--- src/rtl/rng_pkg.sv ---
// Shared types and helpers for the random-source arbiter.
package rng_pkg;

  typedef enum logic [1:0] {
    IDLE,
    FILL,
    DELIVER
  } arb_state_t;

  localparam int RNG_W_DEF = 2;

  function automatic int samples_per_word(input int out_w, input int rng_w);
    return out_w / rng_w;
  endfunction

endpackage

--- src/rtl/rng_rr_pick.sv ---
// Combinational round-robin picker: first set request at or above ptr, wrapping.
module rng_rr_pick #(
  parameter int NUM_REQ = 4,
  parameter int IDX_W   = 2
) (
  input  logic [NUM_REQ-1:0] req,
  input  logic [IDX_W-1:0]   ptr,
  output logic               valid,
  output logic [IDX_W-1:0]   winner
);

  logic [2*NUM_REQ-1:0] dbl;
  logic [NUM_REQ-1:0]   rot;
  int                   sum;

  // Rotating the doubled vector puts the pointer's requester at bit 0.
  always_comb begin
    dbl    = {req, req};
    rot    = NUM_REQ'(dbl >> ptr);
    valid  = |req;
    winner = '0;
    sum    = 0;
    for (int i = NUM_REQ - 1; i >= 0; i--) begin
      if (rot[i]) begin
        sum = int'(ptr) + i;
        if (sum >= NUM_REQ) begin
          sum = sum - NUM_REQ;
        end
        winner = IDX_W'(sum);
      end
    end
  end

endmodule

--- src/rtl/rng_arbiter.sv ---
// Round-robin arbiter that packs consecutive random-source samples into a
// wide word for one requester at a time and acknowledges with a 1-cycle pulse.
module rng_arbiter
  import rng_pkg::*;
#(
  parameter  int NUM_REQ = 4,
  parameter  int RNG_W   = RNG_W_DEF,
  parameter  int OUT_W   = 8,
  localparam int IDX_W   = (NUM_REQ > 1) ? $clog2(NUM_REQ) : 1
) (
  input  logic               CLK,
  input  logic               RST,
  input  logic [RNG_W-1:0]   RNG_IN,
  input  logic [NUM_REQ-1:0] REQ,
  output logic [NUM_REQ-1:0] ACK,
  output logic [OUT_W-1:0]   RAND_OUT,
  output logic [IDX_W-1:0]   GRANT_ID,
  output logic               BUSY
);

  localparam int S     = samples_per_word(OUT_W, RNG_W);
  localparam int CNT_W = (S > 1) ? $clog2(S) : 1;

  if (OUT_W < RNG_W || (OUT_W % RNG_W) != 0) begin : g_bad_width
    $fatal(1, "rng_arbiter: OUT_W must be a non-zero multiple of RNG_W");
  end
  if (NUM_REQ < 1 || NUM_REQ > 8) begin : g_bad_num_req
    $fatal(1, "rng_arbiter: NUM_REQ must be in 1..8");
  end

  arb_state_t         state_q, state_d;
  logic [OUT_W-1:0]   acc_q, acc_d;
  logic [CNT_W-1:0]   cnt_q, cnt_d;
  logic [IDX_W-1:0]   ptr_q, ptr_d;
  logic [IDX_W-1:0]   grant_q, grant_d;
  logic [OUT_W-1:0]   rand_q, rand_d;
  logic [NUM_REQ-1:0] ack_q, ack_d;
  logic [OUT_W-1:0]   acc_shift;
  logic               pick_valid;
  logic [IDX_W-1:0]   pick_idx;

  rng_rr_pick #(
    .NUM_REQ(NUM_REQ),
    .IDX_W  (IDX_W)
  ) u_pick (
    .req   (REQ),
    .ptr   (ptr_q),
    .valid (pick_valid),
    .winner(pick_idx)
  );

  always_comb begin
    state_d   = state_q;
    acc_d     = acc_q;
    cnt_d     = cnt_q;
    ptr_d     = ptr_q;
    grant_d   = grant_q;
    rand_d    = rand_q;
    ack_d     = '0;
    acc_shift = OUT_W'({acc_q, RNG_IN});
    case (state_q)
      IDLE: begin
        if (pick_valid) begin
          grant_d = pick_idx;
          acc_d   = '0;
          cnt_d   = '0;
          state_d = FILL;
        end
      end
      FILL: begin
        // A withdrawn request abandons the word; pointer and RAND_OUT untouched.
        if (!REQ[grant_q]) begin
          state_d = IDLE;
        end else begin
          acc_d = acc_shift;
          cnt_d = cnt_q + 1'b1;
          // Word and ACK are registered on the last sample so both appear
          // together during the DELIVER cycle.
          if (cnt_q == CNT_W'(S - 1)) begin
            rand_d         = acc_shift;
            ack_d[grant_q] = 1'b1;
            ptr_d          = (grant_q == IDX_W'(NUM_REQ - 1)) ? '0 : grant_q + 1'b1;
            state_d        = DELIVER;
          end
        end
      end
      DELIVER: begin
        state_d = IDLE;
      end
      default: begin
        state_d = IDLE;
      end
    endcase
  end

  always_ff @(posedge CLK) begin
    if (RST) begin
      state_q <= IDLE;
      acc_q   <= '0;
      cnt_q   <= '0;
      ptr_q   <= '0;
      grant_q <= '0;
      rand_q  <= '0;
      ack_q   <= '0;
    end else begin
      state_q <= state_d;
      acc_q   <= acc_d;
      cnt_q   <= cnt_d;
      ptr_q   <= ptr_d;
      grant_q <= grant_d;
      rand_q  <= rand_d;
      ack_q   <= ack_d;
    end
  end

  assign ACK      = ack_q;
  assign RAND_OUT = rand_q;
  assign GRANT_ID = grant_q;
  assign BUSY     = (state_q != IDLE);

endmodule

--- config.mk ---
export PLATFORM = sky130hd
export DESIGN_NAME = rng_arbiter
export DESIGN_NICKNAME = d
export VERILOG_FILES = /design/src/rtl/rng_pkg.sv /design/src/rtl/rng_rr_pick.sv /design/src/rtl/rng_arbiter.sv
export SDC_FILE = /design/constraint.sdc
export NUM_CORES = 1
export LEC_CHECK = 0
export BUFFER_PORTS_ARGS = -buffer_cell sky130_fd_sc_hd__clkbuf_2
export CORE_MARGIN = 1.5
export CORE_UTILIZATION = 35
export DETAILED_ROUTE_END_ITERATION = 6
export GPL_ROUTABILITY_DRIVEN = 0
export SLEW_MARGIN = 20
export SYNTH_ARGS = -nofsm -noshare
export SYNTH_HDL_FRONTEND = slang
export SYNTH_SLANG_ARGS = --single-unit
--- constraint.sdc ---
create_clock -name CLK -period 4.2 [get_ports CLK]
set_input_delay 0.63 -clock CLK [delete_from_list [all_inputs] [get_ports CLK]]
set_output_delay 0.63 -clock CLK [all_outputs]
set_load 0.005 [all_outputs]
==> Flow_metrics.wiki <==
{| class="wikitable"
! Metric !! Value
|-
| Die Y || ~62 µm
|-
| Count of input and output buffers || 22
|-
| Leading cell type in the layout, fill and taps excluded || sky130_fd_sc_hd__dfxtp_1
|-
| Via count of the first global-routing pass || just under 900
|-
| Final HPWL DP || about 1800 µm
|-
| Initial antenna violation count || 0
|-
| Cts bufs inserted || 3
|-
| Iteration-0 DRC count of the detailed router || 40
|-
| Number of cells on the critical path || 2
|-
| DRC violations left || 0
|-
| Global-route total usage across every layer || between 10 and 15%
|-
| Die X-Extent || just over 60 µm
|-
| Switching share of power || between 20% and 30%
|-
| Setup Crit Path Kind || register to output pin
|-
| First-pass GRT wire length || 4030 µm
|-
| Tcrit/Tclk final || 44.3%
|-
| WL/cell || roughly 13 µm
|-
| I/O pins || 23
|-
| Part of the power in registers || 53.4%
|-
| Nets || around 160
|-
| Wirelength, routed || about 2500 µm
|-
| Destination of the worst register-to-register timing path || ACK[2]
|-
| Final Critical Period || 1860 ps
|-
| Largest fanout on the critical path || 12
|-
| Class of the tightest hold or removal check || register to register
|-
| Clock tree root buffer cell || sky130_fd_sc_hd__clkbuf_4
|-
| Kind of capture point of the worst setup path || output pin
|-
| Clock H-tree levels || 1
|-
| Ratio of routed vias to standard cells || between 5 and 6
|-
| Net switching power || between 100 and 150 µW
|-
| Total number of placement rows || 21
|-
| Post-CTS Setup Inserts || 0
|-
| Antenna-violating nets left || 0
|-
| Hold buffer count at cts || 0
|-
| Top library cells by usage in the layout, fill and taps aside || sky130_fd_sc_hd__dfxtp_1 (26), sky130_fd_sc_hd__clkbuf_2 (22), sky130_fd_sc_hd__nand2_1 (13), sky130_fd_sc_hd__mux2i_1 (13), sky130_fd_sc_hd__nand2b_1 (6)
|-
| Count of cell types in the netlist || 33
|-
| Path depth of the worst reg2reg path || 3
|-
| Total power density per cell area || approximately 350 nW/µm²
|-
| Area of placed instances || around 1300 µm²
|-
| Largest area contributor in the synthesized netlist || sky130_fd_sc_hd__dfxtp_1
|-
| Initial DRT Pass Iterations || 4
|-
| Final hold violation count || 0
|-
| Worst setup SP type || register
|-
| Fraction of synthesis flops using an asynchronous set or reset pin || 0%
|-
| Maximum single-stage delay on the critical path || approximately 410 ps
|-
| Ranking of synthesized cells by area || sky130_fd_sc_hd__dfxtp_1 (43%), sky130_fd_sc_hd__mux2i_1 (11%), sky130_fd_sc_hd__ha_1 (5.2%)
|-
| Number of sinks driven by the clock tree || 26
|-
| Starting density of the core || 36.3%
|-
| RSZ-0062 raised after global routing || no
|-
| Worst Path Buf+Inv || 1
|-
| Largest net degree at the start of global routing || 23
|-
| Number of maximum-capacitance violations || 0
|-
| Standard cell core area || roughly 3300 µm²
|-
| Buffers from clock root to sink, at most || 2
|-
| Final-report max-slew violation count || 0
|-
| Startpoint of the most critical hold path || RAND_OUT[7]
|-
| Fraction of layout cells with a size suffix above 1 || a little under a quarter
|-
| Post-Layout Inst Area || roughly 1400 µm²
|-
| Run status || completed
|-
| Power share of the combinational group || 10.8%
|-
| Achievable clock frequency || roughly 0.54 GHz
|-
| Insertion delay to the later sink of the worst-skew pair || 320 ps
|-
| Final setup skew || about 2.1 ps
|-
| Final sum of negative setup slack || 0 ps
|-
| Synthesis warning total || 0
|-
| Number of vias after detailed routing || ~990
|-
| Worst VDD drop || approximately 0.20 mV
|-
| TritonCTS clock tree || yes
|-
| Clock network power share || 35.9%
|-
| Post-synthesis cell area || 1210 µm²
|-
| Transition time at the pin with the least slew margin || ~680 ps
|-
| Internal cell power || between 300 and 400 µW
|-
| # diodes || 0
|-
| Static leakage || around 0.00064 µW
|-
| Hold path depth || 2
|-
| Finish-stage setup viols || 0
|-
| Post-synthesis sequential area ratio || a little over two fifths
|-
| Area fraction of the dominant cell type after synthesis || 43.0%
|-
| Most used DFF post-synth || sky130_fd_sc_hd__dfxtp_1
|-
| Die outline area || about 3800 µm²
|-
| Cell family with the largest share of critical-path delay || simple AND/OR/NAND/NOR gates
|-
| Post-route worst hold slack || approximately 470 ps
|-
| Number of instances resized during post-cts repair || 0
|-
| Post-synth EDFFs || 0
|-
| Beginning of the worst register-to-register path || GRANT_ID[0]
|-
| Worst setup slack for register-to-register paths || 2400 ps
|-
| Syn_nets || 139
|-
| Clock Pin Slew Worst Setup and Hold Paths || around 140 ps
|-
| Slowest stage cell on the critical path || sky130_fd_sc_hd__or2_2
|-
| Endpoint, Worst Hold || RAND_OUT[7]
|-
| Syn avg cell area || just under 10 µm²
|-
| Synthesized flop and latch total || 26
|-
| Endpoint arrival time on the critical path || between 1000 and 1500 ps
|-
| Cells along the critical path || or2_2 > clkbuf_2
|-
| Sum of overflow across all layers after global routing || 0
|-
| P&R area growth vs syn || 14.7%
|-
| Post-Syn Instances || about 130
|-
| Critical path data required time || ~3600 ps
|-
| Max-slew headroom || between 50% and 60%
|}
-- worst reg2reg max path, delay by kind of cell (launching register included) --
family	cells	cell delay [ps]
simple gates	2	520
flops	1	520
mux	1	680
-- worst max path at each step --
stage | from | to
2_1_floorplan | REQ[3] | cnt_q[1]
5_1_grt | state_q[1] | BUSY
3_3_place_gp | REQ[2] | ACK[3]
6_report | state_q[1] | BUSY
4_1_cts | state_q[1] | BUSY
3_5_place_dp | REQ[3] | ACK[1]
-- through the flow --
stage	util [%]	total power (µW)	cells	setup WS (ps)
floorplan	-	298	126	2480
global placement	40.0	312	186	2250
detailed placement	40.0	313	186	2230
CTS	41.6	484	190	2340
global route	41.6	501	190	2290
finish	41.6	481	190	2340
-- cell families (layout without fill, tap and decap cells) --
logic type | count (synthesis) | count (layout) | synth area share (%)
flip-flops | 26 | 26 | 43.0
buffers and inverters | 13 | 31 | 5.38
adder cells (fa/ha/maj) | 5 | 5 | 5.17
AND/OR/NAND/NOR | 45 | 45 | 21.0
multiplexers | 14 | 14 | 12.6
AO/OA/AOI/OAI | 23 | 23 | 12.8
-- flip-flops by register name, summed over array words and instances, names as in the netlist --
name / flops
ptr_q: 2
ACK: 4
RAND_OUT: 8
acc_q: 6
state_q: 2
cnt_q: 2
GRANT_ID: 2
-- synthesized netlist by cell type (all sizes together), types with 3 or more instances --
cell    count
mux2i      13
a21oi       3
buf         3
o21ai       7
ha          5
nor2b       4
nand3       5
nand2b      6
o211ai      3
nand2      14
and4        5
clkbuf      6
o21bai      4
dfxtp      26
inv         4
-- routing by layer --
| metal | vias up | global-route usage [%] | share of wire (%) |
|---|---|---|---|
| met5 | - | 0 | 0 |
| met1 | 480 | 18.4 | 47 |
| met3 | 0 | 5.80 | 5.1 |
| met4 | 0 | 2.13 | 0 |
| met2 | 25 | 23.5 | 47 |
| li1 | 484 | - | - |
-- power groups by stage --
stage / clock, µW / combinational (µW) / sequential (µW)
after CTS: 176 / 51.1 / 256
after global routing: 186 / 57.4 / 257
final: 172 / 51.7 / 257
after detailed placement: 0 / 50.9 / 262
after floorplan: 0 / 37.9 / 260
after global placement: 0 / 50.5 / 261
-- cell type report --
type	count	area, µm²
fillers	345	1950
multi-input cells	87	624
flip-flops and latches	26	520
repair buffers	23	118
well taps	46	57.6
clock inverters	1	30.0
clock buffers	3	22.5
inverters	4	15.0
Power figures use the tool's default switching activity.
